==> config.mk <==
export PLATFORM = sky130hd
export DESIGN_NAME = vga_wave_plotter_flat
export DESIGN_NICKNAME = d
export VERILOG_FILES = /design/src/rtl/vga_wave_pkg.sv /design/src/rtl/vga_wave_plotter_if.sv /design/src/rtl/vga_phase_accum.sv /design/src/rtl/vga_wave_plotter.sv /design/src/flat_wrapper.sv
export SDC_FILE = /design/constraint.sdc
export NUM_CORES = 1
export LEC_CHECK = 0
export ABC_CLOCK_PERIOD_IN_PS = 3800
export CAP_MARGIN = 0
export CORE_MARGIN = 2
export CORE_UTILIZATION = 44
export DETAILED_ROUTE_END_ITERATION = 10
export GPL_TIMING_DRIVEN = 0
export PLACE_DENSITY_LB_ADDON = 0.08
export SYNTH_ARGS = -nofsm -noshare
export SYNTH_HDL_FRONTEND = slang
export SYNTH_HIERARCHICAL = 1
export SYNTH_SLANG_ARGS = --single-unit
==> constraint.sdc <==
create_clock -name clk -period 3.8 [get_ports clk]
set_clock_uncertainty 0.2 [all_clocks]
set_input_delay 1.14 -clock clk [delete_from_list [all_inputs] [get_ports clk]]
set_output_delay 1.14 -clock clk [all_outputs]
set_load 0.005 [all_outputs]
==> src/rtl/vga_wave_pkg.sv <==
// Shared state type, default geometry and the Y clamp helper for the waveform plotter.
package vga_wave_pkg;

    typedef enum logic [1:0] {
        IDLE,
        READ,
        EMIT
    } state_t;

    localparam int DEF_X_MAX = 159;
    localparam int DEF_Y_MAX = 119;
    localparam int LAT_W     = 3;
    localparam int CLAMP_W   = 16;

    function automatic logic [CLAMP_W-1:0] clamp_y(input logic [CLAMP_W-1:0] value,
                                                   input logic [CLAMP_W-1:0] max);
        return (value > max) ? max : value;
    endfunction

endpackage

==> src/rtl/vga_wave_plotter_if.sv <==
// Pixel write channel to the frame-buffer writer; fields are held stable while valid is high and ready is low.
interface vga_wave_plotter_if #(
    parameter int X_W     = 8,
    parameter int Y_W     = 8,
    parameter int COLOR_W = 12
);
    logic               pix_valid;
    logic               pix_ready;
    logic [X_W-1:0]     pix_x;
    logic [Y_W-1:0]     pix_y;
    logic [COLOR_W-1:0] pix_color;

    modport master (
        output pix_valid,
        output pix_x,
        output pix_y,
        output pix_color,
        input  pix_ready
    );

    modport slave (
        input  pix_valid,
        input  pix_x,
        input  pix_y,
        input  pix_color,
        output pix_ready
    );
endinterface

==> src/rtl/vga_phase_accum.sv <==
// Column base phase register and per-channel ROM address generation; address is combinational on the
// next base/channel so the caller can register it on the same edge it moves into READ.
module vga_phase_accum #(
    parameter int ADDR_W = 8,
    parameter int NCH    = 2,
    parameter int CH_W   = 1
) (
    input  logic                  clk,
    input  logic                  rst,
    input  logic                  base_clr,
    input  logic                  base_adv,
    input  logic [ADDR_W-1:0]     phase_step,
    input  logic [NCH*ADDR_W-1:0] ch_phase,
    input  logic [CH_W-1:0]       ch_sel,
    output logic [ADDR_W-1:0]     addr
);
    logic [ADDR_W-1:0] base;
    logic [ADDR_W-1:0] base_nxt;
    logic [ADDR_W-1:0] phase [NCH];

    for (genvar c = 0; c < NCH; c++) begin : g_phase
        assign phase[c] = ch_phase[c*ADDR_W +: ADDR_W];
    end

    always_comb begin
        base_nxt = base;
        if (base_clr) begin
            base_nxt = '0;
        end else if (base_adv) begin
            base_nxt = base + phase_step;
        end
    end

    always_ff @(posedge clk or posedge rst) begin
        if (rst) begin
            base <= '0;
        end else begin
            base <= base_nxt;
        end
    end

    // Sums wrap modulo 2^ADDR_W by construction.
    assign addr = base_nxt + phase[ch_sel];

endmodule

==> src/rtl/vga_wave_plotter.sv <==
// Multi-channel waveform sweeper: one pixel per (X, channel) slot, ROM_LAT+1 cycles from READ entry to valid.
// A pending pixel is held stable until accepted; en pauses ROM latency counting but never drops a pixel.
module vga_wave_plotter
    import vga_wave_pkg::*;
#(
    parameter int X_W     = 8,
    parameter int Y_W     = 8,
    parameter int X_MAX   = DEF_X_MAX,
    parameter int Y_MAX   = DEF_Y_MAX,
    parameter int ADDR_W  = 8,
    parameter int NCH     = 2,
    parameter int ROM_LAT = 1,
    parameter int COLOR_W = 12
) (
    input  logic                   clk,
    input  logic                   rst,
    input  logic                   en,
    input  logic                   start,
    input  logic                   continuous,
    input  logic [ADDR_W-1:0]      phase_step,
    input  logic [NCH*ADDR_W-1:0]  ch_phase,
    input  logic [NCH*COLOR_W-1:0] ch_color,
    output logic [ADDR_W-1:0]      rom_addr,
    input  logic [Y_W-1:0]         rom_q,
    vga_wave_plotter_if.master     pix,
    output logic                   busy,
    output logic                   frame_done
);
    localparam int                CH_W     = (NCH > 1) ? $clog2(NCH) : 1;
    localparam logic [CH_W-1:0]   LAST_CH  = CH_W'(NCH - 1);
    localparam logic [X_W-1:0]    LAST_X   = X_W'(X_MAX);
    localparam logic [LAT_W-1:0]  LAT_DONE = LAT_W'(ROM_LAT);

    state_t              state;
    logic [X_W-1:0]      x;
    logic [CH_W-1:0]     ch;
    logic [CH_W-1:0]     ch_nxt;
    logic [LAT_W-1:0]    lat_cnt;
    logic [ADDR_W-1:0]   next_addr;
    logic                pix_valid_q;
    logic [X_W-1:0]      pix_x_q;
    logic [Y_W-1:0]      pix_y_q;
    logic [COLOR_W-1:0]  pix_color_q;
    logic [COLOR_W-1:0]  color [NCH];
    logic                start_go;
    logic                hs;
    logic                last_ch;
    logic                last_x;
    logic                base_clr;
    logic                base_adv;

    for (genvar c = 0; c < NCH; c++) begin : g_color
        assign color[c] = ch_color[c*COLOR_W +: COLOR_W];
    end

    assign start_go = (state == IDLE) && start && en;
    assign hs       = (state == EMIT) && pix_valid_q && pix.pix_ready;
    assign last_ch  = (ch == LAST_CH);
    assign last_x   = (x == LAST_X);
    assign base_clr = start_go || (hs && last_ch && last_x);
    assign base_adv = hs && last_ch && !last_x;

    always_comb begin
        ch_nxt = ch;
        if (start_go) begin
            ch_nxt = '0;
        end else if (hs) begin
            ch_nxt = last_ch ? '0 : ch + CH_W'(1);
        end
    end

    vga_phase_accum #(
        .ADDR_W (ADDR_W),
        .NCH    (NCH),
        .CH_W   (CH_W)
    ) u_phase (
        .clk        (clk),
        .rst        (rst),
        .base_clr   (base_clr),
        .base_adv   (base_adv),
        .phase_step (phase_step),
        .ch_phase   (ch_phase),
        .ch_sel     (ch_nxt),
        .addr       (next_addr)
    );

    always_ff @(posedge clk or posedge rst) begin
        if (rst) begin
            state       <= IDLE;
            x           <= '0;
            ch          <= '0;
            lat_cnt     <= '0;
            rom_addr    <= '0;
            pix_valid_q <= 1'b0;
            pix_x_q     <= '0;
            pix_y_q     <= '0;
            pix_color_q <= '0;
            busy        <= 1'b0;
            frame_done  <= 1'b0;
        end else begin
            frame_done <= 1'b0;
            ch         <= ch_nxt;
            case (state)
                IDLE: begin
                    if (start_go) begin
                        x        <= '0;
                        lat_cnt  <= '0;
                        rom_addr <= next_addr;
                        busy     <= 1'b1;
                        state    <= READ;
                    end
                end
                READ: begin
                    // rom_addr is held here, so rom_q stays valid across an en pause.
                    if (en) begin
                        if (lat_cnt == LAT_DONE) begin
                            pix_x_q     <= x;
                            pix_y_q     <= Y_W'(clamp_y(CLAMP_W'(rom_q), CLAMP_W'(Y_MAX)));
                            pix_color_q <= color[ch];
                            pix_valid_q <= 1'b1;
                            state       <= EMIT;
                        end else begin
                            lat_cnt <= lat_cnt + LAT_W'(1);
                        end
                    end
                end
                EMIT: begin
                    if (hs) begin
                        pix_valid_q <= 1'b0;
                        lat_cnt     <= '0;
                        if (!last_ch) begin
                            rom_addr <= next_addr;
                            state    <= READ;
                        end else if (!last_x) begin
                            x        <= x + X_W'(1);
                            rom_addr <= next_addr;
                            state    <= READ;
                        end else begin
                            frame_done <= 1'b1;
                            if (continuous && en) begin
                                x        <= '0;
                                rom_addr <= next_addr;
                                state    <= READ;
                            end else begin
                                busy  <= 1'b0;
                                state <= IDLE;
                            end
                        end
                    end
                end
                default: state <= IDLE;
            endcase
        end
    end

    assign pix.pix_valid = pix_valid_q;
    assign pix.pix_x     = pix_x_q;
    assign pix.pix_y     = pix_y_q;
    assign pix.pix_color = pix_color_q;

endmodule

==> src/flat_wrapper.sv <==
// flat-port wrapper written by rule: the top's interface ports become plain ports
module vga_wave_plotter_flat import vga_wave_pkg::*;
#(
    parameter int X_W     = 8,
    parameter int Y_W     = 8,
    parameter int X_MAX   = DEF_X_MAX,
    parameter int Y_MAX   = DEF_Y_MAX,
    parameter int ADDR_W  = 8,
    parameter int NCH     = 2,
    parameter int ROM_LAT = 1,
    parameter int COLOR_W = 12
)
  (clk, rst, en, start, continuous, phase_step, ch_phase, ch_color, rom_addr, rom_q, busy, frame_done, pix_pix_valid, pix_pix_x, pix_pix_y, pix_pix_color, pix_pix_ready);
  vga_wave_plotter_if #(.X_W(X_W), .Y_W(Y_W), .COLOR_W(COLOR_W)) pix_i ();
  input  logic clk;
  input  logic rst;
  input  logic en;
  input  logic start;
  input  logic continuous;
  input  logic [ADDR_W-1:0] phase_step;
  input  logic [NCH*ADDR_W-1:0] ch_phase;
  input  logic [NCH*COLOR_W-1:0] ch_color;
  output logic [ADDR_W-1:0] rom_addr;
  input  logic [Y_W-1:0] rom_q;
  output logic busy;
  output logic frame_done;
  output wire logic [$bits(pix_i.pix_valid)-1:0] pix_pix_valid;
  output wire logic [$bits(pix_i.pix_x)-1:0] pix_pix_x;
  output wire logic [$bits(pix_i.pix_y)-1:0] pix_pix_y;
  output wire logic [$bits(pix_i.pix_color)-1:0] pix_pix_color;
  input wire logic [$bits(pix_i.pix_ready)-1:0] pix_pix_ready;
  assign pix_pix_valid = pix_i.pix_valid;
  assign pix_pix_x = pix_i.pix_x;
  assign pix_pix_y = pix_i.pix_y;
  assign pix_pix_color = pix_i.pix_color;
  assign pix_i.pix_ready = pix_pix_ready;
  vga_wave_plotter #(.X_W(X_W), .Y_W(Y_W), .X_MAX(X_MAX), .Y_MAX(Y_MAX), .ADDR_W(ADDR_W), .NCH(NCH), .ROM_LAT(ROM_LAT), .COLOR_W(COLOR_W)) u_core (.clk(clk), .rst(rst), .en(en), .start(start), .continuous(continuous), .phase_step(phase_step), .ch_phase(ch_phase), .ch_color(ch_color), .rom_addr(rom_addr), .rom_q(rom_q), .pix(pix_i), .busy(busy), .frame_done(frame_done));
endmodule
# Word-level counts from Yosys, hierarchy flattened
# Cells that the tools add are included.
# W data, S select, Z words.
[totals]
ff_bits = 61
out_inout_bits = 39
[op_classes]
addsub = 5
order_cmp = 3
eq_ne = 14
mux = 51
n_bitwise = 2
n_reduce_logical = 21
[op_table]
columns = ["cell", "n"]
rows = [
  ["$mux W8", 16],
  ["$mux W12", 3],
  ["$pmux W8 S2", 2],
  ["$add A8 B8 Y8", 2],
  ["$mux W1", 16],
  ["$mux W2", 6],
  ["$mux W3", 4],
  ["$reduce_and A4 Y1", 3],
  ["$ne A2 B1 Y1 const B", 5],
  ["$reduce_and A5 Y1", 2],
  ["$pmux W3 S3", 1],
  ["$add A8 B1 Y8 const B", 1],
  ["$eq A8 B8 Y1 const B", 1],
  ["$gt A8 B7 Y1 const B", 1],
  ["$logic_and A1 B1 Y1", 8],
  ["$ne A2 B2 Y1 const B", 3],
  ["$pmux W2 S3", 1],
  ["$reduce_and A6 Y1", 1],
  ["$ge A2 B2 Y1 const B", 2],
  ["$ne A4 B4 Y1 const B", 1],
  ["$not A1 Y2", 2],
  ["$pmux W1 S2", 2],
  ["$reduce_bool A2 Y1", 2],
  ["$add A3 B1 Y3 const B", 1],
  ["10 further kinds", 10],
]

# Logic depth before layout (Yosys ltp)
[depth]
word_depth = 15
mapped_depth = 17
depth_no_buf = 15

# By module
# The synthesis kept the hierarchy.
[by_module_without_submodules]
columns = ["module", "instances", "cells_per_inst", "area_per_inst_um2", "seq_area_each_um2"]
rows = [
  ["vga_wave_plotter", 1, 223, 2466.1, 1326.3],
  ["vga_phase_accum", 1, 113, 1076.0, 200.2],
]

# Worst setup path before layout
# OpenSTA, ideal clock, no wires.
[synth_path]
path_type = "input to register"
from = "input port pix_pix_ready"
to = "register u_core.rom_addr[7]"
setup_ns = 0.125
t_arrival_ns = 3.735
t_required_ns = 3.475
slack_ns = -0.260
cell_stages = 16
cell_sequence = "nand2_1 > nor2_1 > ha_1 > inv_1 > a21oi_1 > buf_2 > mux2i_1 > nor2_1 > ha_1 > a21o_1 > a21o_1 > a31oi_1 > o211ai_1 > a31oi_1 > xnor2_1 > mux2_2"
[synth_via]
word_cells_on_any_way = 22
[synth_lines]
columns = ["item", "line_no", "text"]
rows = [
  ["start, declared", "flat_wrapper.sv:31", "input wire logic [$bits(pix_i.pix_ready)-1:0] pix_pix_ready;"],
  ["$logic_and A1 B1 Y1 (*)", "vga_wave_plotter.sv:57", "assign hs = (state == EMIT) && pix_valid_q && pix.pix_ready;"],
  ["$logic_and A1 B1 Y1 (*) (2 in a row)", "vga_wave_plotter.sv:61", "assign base_adv = hs && last_ch && !last_x;"],
  ["named net u_core.base_adv", "vga_wave_plotter.sv:50", "logic base_adv;"],
  ["$mux W8 (*)", "vga_phase_accum.sv:29", "end else if (base_adv) begin"],
  ["$mux W8 (*)", "vga_phase_accum.sv:27", "if (base_clr) begin"],
  ["named net u_core.u_phase.base_nxt[1]", "vga_phase_accum.sv:18", "logic [ADDR_W-1:0] base_nxt;"],
  ["$add A8 B8 Y8 (*)", "vga_phase_accum.sv:43", "assign addr = base_nxt + phase[ch_sel];"],
  ["named net u_core.next_addr[7]", "vga_wave_plotter.sv:39", "logic [ADDR_W-1:0] next_addr;"],
  ["$mux W8", "vga_wave_plotter.sv:140", "if (continuous && en) begin"],
  ["$mux W8", "vga_wave_plotter.sv:134", "end else if (!last_x) begin"],
  ["$mux W8", "vga_wave_plotter.sv:131", "if (!last_ch) begin"],
  ["$mux W8", "vga_wave_plotter.sv:128", "if (hs) begin"],
  ["$pmux W8 S2 (*)", "vga_wave_plotter.sv:103", "case (state)"],
  ["end signal, assigned", "vga_wave_plotter.sv:108", "rom_addr <= next_addr;"],
  ["end signal, assigned", "vga_wave_plotter.sv:132", "rom_addr <= next_addr;"],
  ["end signal, assigned", "vga_wave_plotter.sv:136", "rom_addr <= next_addr;"],
  ["end, declared", "vga_wave_plotter.sv:23", "output logic [ADDR_W-1:0] rom_addr,"],
]
# The timed path passes the listed nets; every way through them passes the cells marked *. The select of a mux whose other input is x is not followed.
# A chain may end at the register's enable or synchronous reset.

# Worst setup path after layout
[layout_path]
from = "input port phase_step[0]"
to = "register u_core.rom_addr[7]"
[layout_via]
elab_chain_len = 9
word_cells_on_any_way = 10
[layout_lines]
columns = ["item", "line_no", "text"]
rows = [
  ["start, declared", "flat_wrapper.sv:20", "input logic [ADDR_W-1:0] phase_step;"],
  ["$add A8 B8 Y8 (*)", "vga_phase_accum.sv:30", "base_nxt = base + phase_step;"],
  ["$mux W8 (*)", "vga_phase_accum.sv:29", ""],
  ["$mux W8 (*)", "vga_phase_accum.sv:27", ""],
  ["named net u_core.u_phase.base_nxt[4]", "vga_phase_accum.sv:18", ""],
  ["$add A8 B8 Y8 (*)", "vga_phase_accum.sv:43", ""],
  ["named net u_core.next_addr[7]", "vga_wave_plotter.sv:39", ""],
  ["$mux W8", "vga_wave_plotter.sv:140", ""],
  ["$mux W8", "vga_wave_plotter.sv:134", ""],
  ["$mux W8", "vga_wave_plotter.sv:131", ""],
  ["$mux W8", "vga_wave_plotter.sv:128", ""],
  ["$pmux W8 S2 (*)", "vga_wave_plotter.sv:103", ""],
]
# Marked as above.

==> flow_summary.ini <==
[critical_path]
crit_buf_inv = 1
path_max_fanout = 3
end_kind = flop
cpMaxStageDelayCell = fa_2
cpLargestDelayFamily = compound AO/OA/AOI/OAI gates
worst_setup_path_start_kind = primary input
crit_path_cell_trace = buf_8, ha_4, fa_2, a21o_1, a21oi_2, xnor2_1, mux2i_1, nor2_2, ha_4, and2b_1, nand2_1, o211ai_1, a31oi_1, xnor2_1, mux2_4
cp.arrival_ns = 3.80
critPathKind = in2reg
max_stage_delay_ns = 0.33
critPathRequiredTime_ns = 3.82

[power_and_ir_drop]
irDropWorstVdd_mv = 0.291
p_total_mw = 2.86
p_per_area_nw_per_um2 = 556
leakage_nw = 2.20

[sta]
worstMarginPinSlew_ns = 0.650
worst_hold_slack_ns = 0.307
hold_violations = 0
slew_headroom = 0.567
setup_violations = 0
clock.fmax_mhz = 265
fin_crit_sh = 0.995
min_period_ns = 3.78
finalSetupTns_ns = 0
grt_setup_unrepaired = yes
maxSlewViolCount = 0
fin_ws_ns = 0.0208

[logic_synthesis]
ys_ff_latch = 61
async_flop_share = 1.00
synth-edff-count = 0
syn-cell-area_um2 = 3540
synth_nets = 417
synth_warnings = 6
syn_avg_cell_area_um2 = 10.5
ys_seq_area_frac = 0.431
synth_cells = 336
ys.flop_type = dfrtp_1
synth.distinct_cells = 62

[run_status]
outcome = complete, no violations

[final_layout]
mostFrequentLayoutCell = clkdlybuf4s50_1
fillers = 648
fin_area_um2 = 5140
fin_nets = 542
drive_gt1_frac = 0.219
area_delta_synth_final_pct = 45.1
final_cell_mix = clkdlybuf4s50_1 (94), dfrtp_1 (61), nor2_1 (27)
diodes = 0

[placed_design]
gp_congestion = 0.812
hpwl_um = 6270
placed_cell_area_um2 = 4730
place_ws_ns = -1.03
io_buffers = 100

[die]
fp.dieH_um = 93.7
fp-row-count = 32
ios = 101
die-area_um2 = 8780
fp.dieW_um = 93.7
core_area_um2 = 7770
initial_core_util = 0.456

[detailed_routing]
totalWireLength_um = 8670
final_antenna_net_count = 0
firstDrtPassIters = 4
first_iter_violations = 120
via_count = 3016
remaining_drc_errors = 0
post_drt_wl_per_cell_um = 15.3
via_per_inst = 5.32

[global_routing]
grt_pass1_wl_um = 13900
grt_antenna_before_repair = 0
grt_pass1_vias = 2954
grt-ovfl-total = 0
grt_use_total = 0.203
grt_max_degree = 29

[clocking]
clk_path_buf_depth = 2
h-tree-depth = 3
clk_pin_slew_worst_paths_ns = 0.07
cts_tree = yes
cts_made_buffers = 9
clkLatencyLatePin_ns = 0.33
cts.sink_count = 61
clockRootBuffer = clkbuf_8

[job]
cap_violations = 0

[hold_path]
hold_path.class = reg2reg
worst paths after layout:
path | startpoint | slack (ns) | to | cells past startpoint
setup reg to reg | u_core/state[1]$_DFFE_PP0P_ | 0.12 | u_core/rom_addr[5]$_DFFE_PP0P_ | 15
min in group asynchronous | rst | 0.93 | u_core/u_phase/base[1]$_DFF_PP0_ | 2
hold / removal | u_core/pix.pix_x[0]$_DFFE_PP0P_ | 0.31 | u_core/pix.pix_x[0]$_DFFE_PP0P_ | 1
hold reg to reg | u_core/pix.pix_x[0]$_DFFE_PP0P_ | 0.31 | u_core/pix.pix_x[0]$_DFFE_PP0P_ | 1
max in group asynchronous | rst | 1.81 | u_core/pix.pix_y[6]$_DFFE_PP0P_ | 3
setup / recovery | phase_step[0] | 0.02 | u_core/rom_addr[7]$_DFFE_PP0P_ | 15
per-stage QoR:
stage,instances,utilization
after CTS,567,0.655
after floorplan,336,-
after detailed placement,539,0.610
after global routing,567,0.662
after global placement,538,0.607
final,567,0.662
kinds of logic after synthesis:
logic type | count (synthesis) | synth area share
AND/OR/NAND/NOR | 91 | 0.137
AO/OA/AOI/OAI | 84 | 0.169
flip-flops | 61 | 0.431
multiplexers | 43 | 0.130
buffers and inverters | 26 | 0.0318
adder cells (fa/ha/maj) | 19 | 0.0714
XOR/XNOR | 12 | 0.0297
repair_timing:
| action | CTS | global route |
|---|---|---|
| hold buffers | 0 | 0 |
| buffers inserted | 13 | 0 |
| hold endpoints to repair | 0 | 0 |
| endpoints found under the setup margin | 7 | 3 |
| gates resized for setup | 28 | 11 |
| pin swaps | 14 | 6 |
registers in the layout, summed over array words and instances (netlist names):
name and cells:
u_core/busy 1, u_core/rom_addr 8, u_core/x 8, u_core/pix.pix_valid 1
u_core/ch 1, u_core/pix.pix_y 8, u_core/state 2, u_core/frame_done 1
u_core/lat_cnt 3, u_core/u_phase/base 8, u_core/pix.pix_x 8, u_core/pix.pix_color 12
power by group:
part	switching [mW]	leakage (nW)	internal [mW]
sequential	0.126	0.757	0.856
clock	0.255	0.0992	0.316
combinational	0.551	1.34	0.754
total	0.932	2.20	1.93
routing by layer:
metal,vias up,part of all wire,track usage
met5,-,0,0
met4,0,0.013,0.0713
met3,11,0.063,0.0562
met2,90,0.46,0.317
met1,1435,0.46,0.273
li1,1480,-,-
layout make-up:
class / count / area [um^2] / share of cell area
Buffer: 13 / 76.3 / 0.0149
Clock buffer: 11 / 141 / 0.0275
Clock inverter: 4 / 48.8 / 0.00950
Inverter: 13 / 48.8 / 0.00950
Multi-Input combinational cell: 249 / 2060 / 0.402
Sequential cell: 61 / 1530 / 0.297
Tap cell: 102 / 128 / 0.0248
Timing Repair Buffer: 114 / 1110 / 0.215
cell usage after synthesis (2+ instances only):
cell      count  area, um^2
a31oi_1       2        12.5
o31ai_1       3        22.5
buf_2         9        45.0
dfrtp_1      61        1530
o22ai_1       4        25.0
nand4_1       2        12.5
fa_1          2        40.0
clkbuf_1      3        11.3
a311oi_1      2        17.5
nand2_2       2        12.5
o221ai_1      2        17.5
and3_1        2        12.5
o22a_1        3        26.3
o211ai_1      4        30.0
and4_1        2        17.5
nor2_1       30         113
nand3_1       7        35.0
a211oi_2      3        37.5
o21ai_0       7        35.0
a41oi_1       2        17.5
a21o_1        9        67.6
xor2_1        4        35.0
xnor2_1       8        70.1
o21ai_1       3        15.0
or3_1         2        12.5
nor3b_1       2        15.0
mux2_2       25         282
ha_1         17         213
nand3b_1      2        15.0
nand2b_1      4        25.0
nor2b_1       4        25.0
and2_1        2        12.5
nor3_1        5        25.0
inv_1        13        48.8
nand2_1      15        56.3
mux2i_1      18         180
a21oi_1      25         125
o21a_1        2        15.0
(Power assumes the default switching activity.)
